File: src/rtl/regfile_arb_pkg.sv
`default_nettype none
// ============================================================
// Package : regfile_arb_pkg  -- shared types for the write arbiter
// Revision: 1.0
// ============================================================
package regfile_arb_pkg;

    localparam int REG_ADDR_W = 5;
    localparam int XLEN       = 32;
    localparam int NUM_REGS   = 32;

    typedef enum logic [0:0] {
        NORMAL   = 1'b0,
        FORCE_LD = 1'b1
    } arb_state_t;

    typedef struct packed {
        logic                  valid;
        logic [REG_ADDR_W-1:0] rd;
        logic [XLEN-1:0]       data;
    } wr_req_t;

endpackage
`default_nettype wire

File: src/rtl/regfile_scoreboard.sv
`default_nettype none
// ============================================================
// Module  : regfile_scoreboard  -- pending-load bitmap, in-flight count, RAW hazard
// Revision: 1.0
// ============================================================
module regfile_scoreboard
    import regfile_arb_pkg::*;
#(
    parameter int MAX_OUTSTANDING = 4
) (
    input  logic                  clk,
    input  logic                  rst,
    input  logic                  ld_issue,
    input  logic [REG_ADDR_W-1:0] ld_issue_rd,
    input  logic                  ld_grant,
    input  logic [REG_ADDR_W-1:0] ld_rd,
    input  logic [REG_ADDR_W-1:0] rs1,
    input  logic [REG_ADDR_W-1:0] rs2,
    output logic                  ld_issue_ready,
    output logic                  hazard
);

    localparam logic [4:0] c_max_out = 5'(MAX_OUTSTANDING);

    logic [NUM_REGS-1:0] r_pending;
    logic [NUM_REGS-1:0] w_pending_next;
    logic [4:0]          r_outstanding;
    logic [4:0]          w_outstanding_next;
    logic                w_issue_acc;

    assign ld_issue_ready = (r_outstanding < c_max_out);
    assign w_issue_acc    = ld_issue && ld_issue_ready;
    assign hazard         = r_pending[rs1] | r_pending[rs2];

    // Clear before set so a same-cycle issue to the returning register stays pending.
    always_comb begin
        w_pending_next = r_pending;
        if (ld_grant && (ld_rd != '0)) begin
            w_pending_next[ld_rd] = 1'b0;
        end
        if (w_issue_acc && (ld_issue_rd != '0)) begin
            w_pending_next[ld_issue_rd] = 1'b1;
        end
        w_pending_next[0] = 1'b0;
    end

    always_comb begin
        w_outstanding_next = r_outstanding;
        if (w_issue_acc && !ld_grant) begin
            w_outstanding_next = r_outstanding + 5'd1;
        end else if (ld_grant && !w_issue_acc && (r_outstanding != '0)) begin
            w_outstanding_next = r_outstanding - 5'd1;
        end
    end

    always_ff @(posedge clk) begin
        if (rst) begin
            r_pending     <= '0;
            r_outstanding <= '0;
        end else begin
            r_pending     <= w_pending_next;
            r_outstanding <= w_outstanding_next;
        end
    end

    a_no_underflow: assert property (@(posedge clk) disable iff (rst)
        !(ld_grant && !w_issue_acc && (r_outstanding == '0)));

endmodule
`default_nettype wire

File: src/rtl/regfile_write_arbiter.sv
`default_nettype none
// ============================================================
// Module  : regfile_write_arbiter  -- shares the register-file write port
//           between core writeback and load return, with starvation guard
// Revision: 1.0
// ============================================================
module regfile_write_arbiter
    import regfile_arb_pkg::*;
#(
    parameter int MAX_WAIT        = 4,
    parameter int MAX_OUTSTANDING = 4
) (
    input  logic                  clk,
    input  logic                  rst,
    input  logic                  wb_valid,
    input  logic [REG_ADDR_W-1:0] wb_rd,
    input  logic [XLEN-1:0]       wb_data,
    output logic                  wb_ready,
    input  logic                  ld_issue,
    input  logic [REG_ADDR_W-1:0] ld_issue_rd,
    output logic                  ld_issue_ready,
    input  logic                  ld_valid,
    input  logic [REG_ADDR_W-1:0] ld_rd,
    input  logic [XLEN-1:0]       ld_data,
    output logic                  ld_ready,
    input  logic [REG_ADDR_W-1:0] rs1,
    input  logic [REG_ADDR_W-1:0] rs2,
    output logic                  hazard,
    output logic [REG_ADDR_W-1:0] rd,
    output logic                  RuWr,
    output logic [XLEN-1:0]       RuWrData
);

    localparam logic [3:0] c_max_wait = 4'(MAX_WAIT);

    arb_state_t r_state;
    arb_state_t w_state_next;
    logic [3:0] r_starve_cnt;
    logic [3:0] w_starve_next;
    logic       w_ld_grant;
    wr_req_t    w_req;

    assign w_ld_grant = ld_valid && ld_ready;

    always_comb begin
        wb_ready      = 1'b0;
        ld_ready      = 1'b0;
        w_state_next  = r_state;
        w_starve_next = '0;

        case (r_state)
            NORMAL: begin
                if (wb_valid) begin
                    wb_ready = 1'b1;
                end else if (ld_valid) begin
                    ld_ready = 1'b1;
                end
            end
            FORCE_LD: begin
                ld_ready = ld_valid;
            end
            default: begin
                ld_ready = 1'b0;
            end
        endcase

        if (ld_valid && !ld_ready) begin
            w_starve_next = (r_starve_cnt == c_max_wait) ? r_starve_cnt : r_starve_cnt + 4'd1;
        end

        // Enter forced mode on the same edge the wait counter hits its limit.
        case (r_state)
            NORMAL:   if (w_starve_next == c_max_wait) w_state_next = FORCE_LD;
            FORCE_LD: if (w_ld_grant || !ld_valid) w_state_next = NORMAL;
            default:  w_state_next = NORMAL;
        endcase
    end

    always_comb begin
        w_req = '0;
        if (wb_valid && wb_ready) begin
            w_req = '{valid: 1'b1, rd: wb_rd, data: wb_data};
        end else if (w_ld_grant) begin
            w_req = '{valid: 1'b1, rd: ld_rd, data: ld_data};
        end
    end

    always_ff @(posedge clk) begin
        if (rst) begin
            r_state      <= NORMAL;
            r_starve_cnt <= '0;
            rd           <= '0;
            RuWr         <= 1'b0;
            RuWrData     <= '0;
        end else begin
            r_state      <= w_state_next;
            r_starve_cnt <= w_starve_next;
            RuWr         <= w_req.valid && (w_req.rd != '0);
            if (w_req.valid) begin
                rd       <= w_req.rd;
                RuWrData <= w_req.data;
            end
        end
    end

    regfile_scoreboard #(
        .MAX_OUTSTANDING(MAX_OUTSTANDING)
    ) u_scoreboard (
        .clk            (clk),
        .rst            (rst),
        .ld_issue       (ld_issue),
        .ld_issue_rd    (ld_issue_rd),
        .ld_grant       (w_ld_grant),
        .ld_rd          (ld_rd),
        .rs1            (rs1),
        .rs2            (rs2),
        .ld_issue_ready (ld_issue_ready),
        .hazard         (hazard)
    );

endmodule
`default_nettype wire

File: config.mk
export PLATFORM = sky130hd
export DESIGN_NAME = regfile_write_arbiter
export DESIGN_NICKNAME = d
export VERILOG_FILES = /design/src/rtl/regfile_arb_pkg.sv /design/src/rtl/regfile_scoreboard.sv /design/src/rtl/regfile_write_arbiter.sv
export SDC_FILE = /design/constraint.sdc
export NUM_CORES = 1
export LEC_CHECK = 0
export ABC_AREA = 1
export CORE_ASPECT_RATIO = 0.9
export CORE_UTILIZATION = 48
export DETAILED_ROUTE_END_ITERATION = 8
export HOLD_SLACK_MARGIN = 0.08
export PLACE_DENSITY = 0.93
export SLEW_MARGIN = 20
export SYNTH_ARGS = -nofsm -noshare
export SYNTH_HDL_FRONTEND = slang
export SYNTH_HIERARCHICAL = 1
export SYNTH_SLANG_ARGS = --single-unit
File: constraint.sdc
create_clock -name clk -period 2.2 [get_ports clk]
set_input_delay 0.44 -clock clk [delete_from_list [all_inputs] [get_ports clk]]
set_output_delay 0.44 -clock clk [all_outputs]
set_load 0.005 [all_outputs]
* Yosys cells after proc, flatten, opt, wreduce, memory -nomap -nowiden
Cells that the tools add are included.
Storage, ports and cells: register bits after elaboration 80, bits of input ports 94, output and inout bits 42
Operators by class: add/subtract/negate cells 3, $lt $le $gt $ge 7, eq/ne operators 2, muxes and demuxes 24, bitwise logic cells 5, reductions and logical operators 22
Operators with widths (count):
- 2-to-1 mux 38 bit | 2
- 2-to-1 mux 32 bit | 2
- AND 32 bit | 1
- inverter 32 bit | 1
- bitwise OR 32 bit | 1
- less-than comparator 5 x 6 -> 1 bit (second input constant) | 4
- nonzero test 5 bit | 4
- logical AND 1 bit | 12
- binary-select mux 1 bit (select 5 bit) | 2
- demux 1 bit (select 5 bit) | 2
- greater-or-equal comparator 5 x 1 -> 1 bit (second input constant) | 2
- 2-to-1 mux 1 bit | 10
- 2-to-1 mux 5 bit | 2
- == test 4 x 3 -> 1 bit (second input constant) | 2
- 2-to-1 mux 4 bit | 2
- adder 5 x 1 -> 5 bit (second input constant) | 1
- less-than comparator 5 x 3 -> 1 bit (second input constant) | 1
- subtractor 5 x 1 -> 5 bit (second input constant) | 1
- adder 4 x 1 -> 4 bit (second input constant) | 1
- logical NOT 1 bit | 4
- case mux 1 bit (2 select lines) | 2
- nonzero test 2 bit | 1
- logical OR 1 bit | 1
- inverter 1 bit | 1
- bitwise OR 1 bit | 1

* Logic depth before layout (Yosys ltp)
Gate-level depths: netlist of the first run.
depth after elaboration 9, depth in mapped cells 14

* Hierarchy
Netlist of the first run, hierarchy kept.
By module, submodules not included:
- regfile_scoreboard | instances 1, cells each 396, area an instance 2409.8 um^2, seq. area each 720.7 um^2
- regfile_write_arbiter | instances 1, cells each 320, area an instance 2063.2 um^2, seq. area each 860.8 um^2

* Worst setup path before layout of the first run
No wires, ideal clock.
path kind in2reg, from input ld_valid, to register u_scoreboard.r_outstanding[4], library setup time 113 ps, arrival time 1958 ps, required time 2087 ps, slack 129 ps, stages on the path 13, buffers on the path 1, cell sequence buf_2 > nand2_1 > inv_1 > inv_1 > nand4_1 > inv_1 > fa_1 > nor2_1 > nand3_1 > nand3_1 > nand2_1 > nand2_1 > nor2_1
On the way: cells in the longest elaborated chain, start to end 7, elaborated cells on any way between the ends 10, those cells by class mux (4); reduce/logical (6)
Ends and longest elaborated chain:
- start, declared | RTL line regfile_write_arbiter.sv:22 | input logic ld_valid,
- 2-to-1 mux 1 bit | RTL line regfile_write_arbiter.sv:55 | end else if (ld_valid) begin
- 2-to-1 mux 1 bit | RTL line regfile_write_arbiter.sv:53 | if (wb_valid) begin
- case mux 1 bit (2 select lines) | RTL line regfile_write_arbiter.sv:51 | case (r_state)
- logical AND 1 bit * | RTL line regfile_write_arbiter.sv:43 | assign w_ld_grant = ld_valid && ld_ready;
- net w_ld_grant | RTL line regfile_write_arbiter.sv:40 | logic w_ld_grant;
- logical NOT 1 bit or logical AND 1 bit (tied branches) | RTL line regfile_scoreboard.sv:49, regfile_scoreboard.sv:51
- logical AND 1 bit (on tied branches) | RTL line regfile_scoreboard.sv:49, regfile_scoreboard.sv:51
- 2-to-1 mux 5 bit or nonzero test 2 bit (tied branches)
- end signal, assigned | RTL line regfile_scoreboard.sv:62 | r_outstanding <= w_outstanding_next;
- end, declared | RTL line regfile_scoreboard.sv:27 | logic [4:0] r_outstanding;
Mark *: on every way through the listed nets, which the timed path passes. The rest lies on a longest branch. A chain may end at the register's enable or synchronous reset.

* Worst setup path in the final report of the first run
Same ends and word-level chain as after synthesis.

==> key figures, run 1 <==
Place
  – Placed Cells: 979
  – Place WS: -0.376 ns
  – IO buf count: 135
  – Routability cong.: 1.01
  – Final HPWL DP: 10.3 mm

Synthesis
  – Sequential cell area fraction in the yosys report: 35.4%
  – Syn nets: 816
  – Syn Std Cell Area: 4470 µm²
  – Syn avg cell area: 6.25 µm²
  – Cells after synthesis: 716
  – Yosys reg bits: 79
  – Yosys Warn Count: 6
  – Synth cell types: 33

Run
  – Max_cap viols: 0

Global route
  – Total Routing Usage GR: 29.9%
  – Initial antenna violation count: 0
  – Met1 Track Usage GR: 34.3%
  – Met3 Usage GRT: 7.32%
  – GRT overflow: 0
  – Vias in the first global route: 4,958
  – GRT busiest layer: met2
  – GR Util met2: 52.8%
  – Largest net degree at the start of global routing: 38
  – First-pass GRT wire length: 23.0 mm

Die
  – I/O pins: 136
  – Die area: 9710 µm²
  – Core area: 9080 µm²
  – Num rows: 33
  – Die height: 93.6 µm
  – Starting Density: 49.2%
  – Die W: 104 µm

Drt
  – First-pass DRT Iterations: 5
  – Initial DRC Count: 508
  – Residual DRC: 0
  – Wire per inst: 13.8 µm
  – Vias: 5,146
  – Final ANT Viol Nets: 0
  – Avg Vias per Cell: 5.16
  – Final WL: 13.8 mm

STA
  – Unrepaired setup endpoints after global routing: false
  – Final Skew: 0.0135 ns
  – Final worst slack: 0.140 ns
  – Slew Limit Fails: 0
  – Slew headroom: 44.8%
  – Fmax: 485 MHz
  – Setup TNS: 0 ns
  – Final Hold Viols: 0
  – Setup violators final: 0
  – Measured slew at the worst slew-check pin: 0.826 ns
  – Post-route minimum period: 2.06 ns
  – Period utilization: 93.6%
  – Hold_ws: 0.508 ns

Clock tree
  – CTS buffer count: 9
  – CTS tree: built
  – Worst-path clk slew: 0.08 ns
  – Clock sink count: 79
  – Worst skew pair latency: 0.37 ns
  – Setup Fix Bufs, Post-CTS: 0
  – # hold bufs at CTS: 0
  – Clock Tree Root: clkbuf_8
  – CTS Buffer Depth: 2
  – Htree depth: 3

Finish
  – Post-route insts no fill: 997
  – Antenna cells: 0
  – Fill cells: 685
  – P&R area growth vs syn: 42.1%
  – Area of the multi-input gates: 2350 µm²
  – NumNets Final: 970
  – Reg area: 1580 µm²
  – Share of cells above drive strength 1: 9.37%

Setup path
  – Worst-path cell chain: clkdlybuf4s50_1 > nand2_1 > inv_1 > inv_1 > nand4_1 > inv_1 > fa_1 > nor2_2 > nand3_1 > nand3_1 > nand2_1 > nand2_1 > nor2_1
  – Slowest stage cell, crit path: clkdlybuf4s50_1
  – Crit path DAT: 2.32 ns
  – CP Capture Type: register
  – WP data required: 2.46 ns
  – Worst setup SP type: input pin
  – Largest stage delay, worst path: 0.48 ns
  – WS Path Type: input pin to register
  – CP max FO: 4

Status
  – Status: complete, no violations

Power and ir drop
  – Maximum VDD drop: 464 µV
  – Pwr/cell area: 615 nW/µm²
  – Leak: 3.03 nW

Min path
  – Worst Hold Class: register to register
## stage by stage
stage	total power, mW	area, µm²	utilization [%]
floorplan	2.31	4470	-
global placement	2.82	6100	67.2
detailed placement	2.86	6100	67.2
CTS	3.90	6350	69.9
global route	4.14	6350	70.0
finish	3.91	6350	70.0
## placed cells by master, fill, tap and decap left out, drive strengths merged
master	synthesis	routed
nand2	256	256
clkdlybuf4s50	0	126
nand3	106	106
inv	102	104
dfxtp	79	79
nor2	42	42
a21oi	38	38
buf	19	35
o21ai	28	28
clkbuf	9	11
a31oi	9	9
or2	6	6
ha	5	5
dlygate4sd2	0	5
clkinv	2	5
xor2	4	4
nor3	3	3
nand3b	2	2
clkdlybuf4s15	0	2
xnor2	1	1
clkinvlp	0	1
bufbuf	0	1
dlymetal6s2s	0	1
nand4	1	1
o211ai	1	1
nor4	1	1
a211oi	1	1
fa	1	1
## routing by layer
layer | part of all wire (%) | wire length, µm
met1 | 40 | 5520
met2 | 48 | 6670
met3 | 8.4 | 1170
met4 | 3.2 | 444
met5 | 0 | 0
## synth_stat cells
master | count | area share (%)
or2_1 | 4 | 0.56
nand3_2 | 1 | 0.22
nand3b_1 | 2 | 0.34
o211ai_1 | 1 | 0.17
o21ai_0 | 27 | 3.0
nor2_4 | 7 | 1.8
xor2_1 | 4 | 0.78
nand2_2 | 5 | 0.70
nor3_1 | 3 | 0.34
xnor2_1 | 1 | 0.20
buf_2 | 11 | 1.2
buf_6 | 1 | 0.25
nand2_4 | 1 | 0.25
inv_1 | 99 | 8.3
inv_2 | 3 | 0.25
clkbuf_1 | 9 | 0.76
nand3_1 | 105 | 12
a31oi_1 | 9 | 1.3
or2_2 | 2 | 0.28
a211oi_1 | 1 | 0.17
fa_1 | 1 | 0.45
o21ai_1 | 1 | 0.11
nor2_1 | 34 | 2.9
nand4_1 | 1 | 0.14
nor4_1 | 1 | 0.14
clkinv_1 | 2 | 0.17
nand2_1 | 250 | 21
dfxtp_1 | 79 | 35
a21oi_4 | 1 | 0.36
ha_1 | 5 | 1.4
buf_4 | 7 | 1.2
a21oi_1 | 37 | 4.1
nor2_2 | 1 | 0.14
## flip-flops by register name (all words and copies together) (netlist names)
register and count:
RuWrData 32, u_scoreboard/r_pending 31, RuWr 1, u_scoreboard/r_outstanding 5, r_starve_cnt 4, rd 5
r_state 1
## area by class of cell
class | count | area share (%)
inverter | 104 | 6.18
timing repair buffer | 171 | 26.5
clock buffer | 10 | 2.17
tap | 122 | 2.40
sequential | 79 | 24.9
clock inverter | 6 | 0.807
multi-input combinational | 505 | 37.0
## worst paths after layout
check | startpoint | endpoint | slack (ns) | cells after the start
worst max-delay path | ld_valid | u_scoreboard/r_outstanding[4]$_SDFFE_PP0P_ | 0.14 | 13
worst min-delay path | u_scoreboard/r_pending[6]$_SDFF_PP0_ | u_scoreboard/r_pending[6]$_SDFF_PP0_ | 0.51 | 2
worst max register to register | r_state$_SDFF_PP0_ | u_scoreboard/r_outstanding[4]$_SDFFE_PP0P_ | 0.22 | 14
worst min register to register | u_scoreboard/r_pending[6]$_SDFF_PP0_ | u_scoreboard/r_pending[6]$_SDFF_PP0_ | 0.51 | 2
## logic make-up after synthesis
logic type / count (synthesis) / synth area share [%]
and+or+nand+nor: 417 / 40.4
buffers and inverters: 132 / 12.1
DFF: 79 / 35.4
AOI/OAI and AO/OA: 77 / 9.23
adders and majority gates: 6 / 1.85
xor gates and xnor gates: 5 / 0.979
## critical path: cells and delay by family
kind / cells / cell delay, ns
buffers and inverters: 4 / 0.72
adders and majority gates: 1 / 0.42
and+or+nand+nor: 8 / 0.75
## power breakdown
part           switching, mW  internal, mW
clock                  0.582         0.454
sequential            0.0854          1.53
combinational          0.647         0.610
total                   1.31          2.59
## repair_timing
action                     4_1_cts  5_1_grt
setup endpoints to repair        3        3
pin swaps                        0        3
cloned                           2        0
resized for setup               23        6
Power figures use the tool's default switching activity.
==> run 2: changes to the inputs <==
--- a/config.mk
+++ b/config.mk
@@ -5,9 +5,9 @@
 export SDC_FILE = /design/constraint.sdc
 export NUM_CORES = 1
 export LEC_CHECK = 0
-export ABC_AREA = 1
 export CORE_ASPECT_RATIO = 0.9
 export CORE_UTILIZATION = 48
+export CTS_BUF_LIST = sky130_fd_sc_hd__clkbuf_4 sky130_fd_sc_hd__clkbuf_8
 export DETAILED_ROUTE_END_ITERATION = 8
 export HOLD_SLACK_MARGIN = 0.08
 export PLACE_DENSITY = 0.93
==> constraint.sdc (replaced) <==
create_clock -name clk -period 2.2 [get_ports clk]
set_input_delay 0.44 -clock clk [delete_from_list [all_inputs] [get_ports clk]]
set_output_delay 0.44 -clock clk [all_outputs]
set_load 0.02 [all_outputs]
==> key figures, run 2 <==
Synthesis
  – Top cells by area, synth: dfxtp_1 (37%), mux2i_1 (9.7%), a211oi_2 (8.1%), nor2_1 (4.9%), mux4_1 (4.2%)
  – Ys async rst share: 0%
  – Post-synth EDFFs: 0
  – Syn nets: 559
  – Synth cell types: 51
  – Syn avg cell area: 9.43 µm²
  – Count leader, synth: dfxtp_1
  – Yosys Warn Count: 6
  – Sequential cell area fraction in the yosys report: 36.5%
  – Share of the synthesized area in the top cell type: 36.5%
  – Area leader, netlist: dfxtp_1
  – Synth cell count leaders: dfxtp_1 (79), nor2_1 (57), mux2i_1 (42)
  – Syn Std Cell Area: 4330 µm²
  – Leading register cell type out of synthesis: dfxtp_1
  – Yosys reg bits: 79
  – Cells after synthesis: 459

Clock tree
  – Clock Tree Root: clkbuf_8
  – Worst skew pair latency: 0.34 ns
  – CTS Buffer Depth: 2
  – Worst-path clk slew: 0.07 ns
  – Clock sink count: 79
  – # hold bufs at CTS: 0
  – CTS buffer count: 9
  – Htree depth: 3
  – CTS tree: built

Drt
  – Met2 WL: 6.05 mm
  – First-pass DRT Iterations: 5
  – Top Metal Used: met4
  – Final ANT Viol Nets: 0
  – Metal-1 WL: 4.81 mm
  – Final WL: 12.5 mm
  – Initial DRC Count: 227
  – Residual DRC: 0
  – Avg Vias per Cell: 5.71
  – Vias: 4,194
  – Wire per inst: 17.0 µm
  – Routed wl met3: 1.34 mm

Run
  – Max_cap viols: 0

Global route
  – GRT overflow: 0
  – Vias in the first global route: 4,194
  – Total Routing Usage GR: 27.1%
  – Largest net degree at the start of global routing: 60
  – First-pass GRT wire length: 19.9 mm
  – Initial antenna violation count: 0

Die
  – Die W: 102 µm
  – Starting Density: 50.0%
  – Num rows: 32
  – Die height: 92.1 µm
  – Core area: 8650 µm²
  – I/O pins: 136
  – Die area: 9400 µm²

Setup path
  – Cell family with most CP delay: multiplexers
  – Worst setup SP type: input pin
  – CP max FO: 6
  – CP Capture Type: output pin
  – Buf+Inv Stages, Crit Path: 3
  – Crit path DAT: 1.97 ns
  – Largest stage delay, worst path: 0.48 ns
  – Worst path depth: 8
  – WS Path Type: input pin to output pin
  – Worst-path cell chain: buf_2 > buf_12 > mux4_2 > mux2i_1 > nor3b_1 > a311oi_2 > nand4_1 > buf_4
  – Worst Reg2Reg Path Length in Cells: 9
  – WP data required: 1.76 ns
  – Slowest stage cell, crit path: mux4_2

Finish
  – Top Registers: RuWrData (32), u_scoreboard/r_pending (31)
  – Commonest non-fill, non-tap cell in the layout: clkdlybuf4s50_1
  – Share of cells above drive strength 1: 19.8%
  – P&R area growth vs syn: 43.7%
  – Antenna cells: 0
  – NumNets Final: 710
  – Most frequent cells in the layout: clkdlybuf4s50_1 (123), dfxtp_1 (74), nor2_1 (57)
  – Finished Core Util: 71.9%
  – Post-route cell area: 6220 µm²
  – Max reg flops: 32
  – Largest reg by FF count: RuWrData

Status
  – Status: finished, violations left
  – Failing checks: setup timing

STA
  – Measured slew at the worst slew-check pin: 0.679 ns
  – Unrepaired setup endpoints after global routing: true
  – Final worst slack: -0.208 ns
  – Slew Limit Fails: 0
  – Fmax: 415 MHz
  – Final Skew: 0.00816 ns
  – Slew headroom: 54.7%
  – Period utilization: 109%
  – Post-route minimum period: 2.41 ns
  – Setup violators final: 1
  – Setup TNS: -0.208 ns
  – Final Hold Viols: 0

Place
  – Place WS: -0.991 ns
  – Dpl cell area: 5930 µm²
  – Routability cong.: 0.962
  – IO buf count: 135
  – Final HPWL DP: 9.27 mm

Power and ir drop
  – Maximum VDD drop: 372 µV
  – Tot Pwr: 4.14 mW
  – Pwr/cell area: 665 nW/µm²
  – Leak: 2.39 nW

Min path
  – Worst hold stages: 2
  – Worst Hold Class: register to register
==> run 2: cell types whose count changed after synthesis, moves of 11 or more <==
cell      change
inv_1        -89
mux2i_1      +42
nor2_1       +23
nand3_1      -97
a211oi_2     +28
nand2_1     -211
a211oi_1     +11
==> run 2: metal layers <==
metal / up-vias / global-route usage, %
li1: 1961 / -
met1: 1948 / 33.4
met2: 254 / 45.4
met3: 31 / 6.94
met4: 0 / 9.52
met5: - / 0
==> run 2: final timing paths <==
| check | start | slack, ns | end |
|---|---|---|---|
| worst max-delay path | rs2[0] | -0.21 | hazard |
| worst min-delay path | u_scoreboard/r_pending[25]$_SDFF_PP0_ | 0.51 | u_scoreboard/r_pending[25]$_SDFF_PP0_ |
| worst max register to register | r_state$_SDFF_PP0_ | 0.22 | u_scoreboard/r_outstanding[4]$_SDFFE_PP0P_ |
| worst min register to register | u_scoreboard/r_pending[25]$_SDFF_PP0_ | 0.51 | u_scoreboard/r_pending[25]$_SDFF_PP0_ |
==> run 2: worst register-to-register path: stages (launching register included) <==
cell and delay (ns):
dfxtp_1 0.32, nand2b_4 0.14, and2_4 0.17, and3b_2 0.28, inv_2 0.07, ha_1 0.29, a211oi_1 0.24, o21ai_1 0.13
mux2i_1 0.16, nor2_1 0.05
==> run 2: power by group <==
part | total (mW) | switching (mW) | internal [mW]
combinational | 1.19 | 0.580 | 0.611
clock | 1.33 | 0.507 | 0.825
sequential | 1.61 | 0.0815 | 1.53
==> run 2: cell families (layout without fill, tap and decap cells) <==
family | count (synthesis) | in the layout | share of synthesized area, %
AOI/OAI and AO/OA | 122 | 122 | 20.8
DFF | 79 | 79 | 36.5
adders and majority gates | 6 | 6 | 1.91
muxes | 59 | 59 | 18.4
buffers and inverters | 43 | 199 | 5.41
xor gates and xnor gates | 4 | 4 | 0.809
and+or+nand+nor | 146 | 146 | 16.1
==> run 2: final cells by class <==
type                            count  area (µm²)
Clock buffer                       13         160
Clock inverter                      3        90.1
Fill cell                         645        2430
Inverter                           11        41.3
Multi-Input combinational cell    337        2560
Sequential cell                    79        1590
Tap cell                          119         149
Timing Repair Buffer              172        1630
==> run 2: per-stage QoR <==
step / hold slack (ns) / cells
2_1_floorplan: 0.455 / 459
3_3_place_gp: 0.486 / 715
3_5_place_dp: 0.495 / 715
4_1_cts: 0.505 / 734
5_1_grt: 0.535 / 734
6_report: 0.511 / 734
==> run 2: repair_timing <==
item | CTS | global route
gates resized for setup | 33 | 7
setup endpoints to repair | 5 | 2
pin swaps | 6 | 2
buffers inserted | 3 | 0
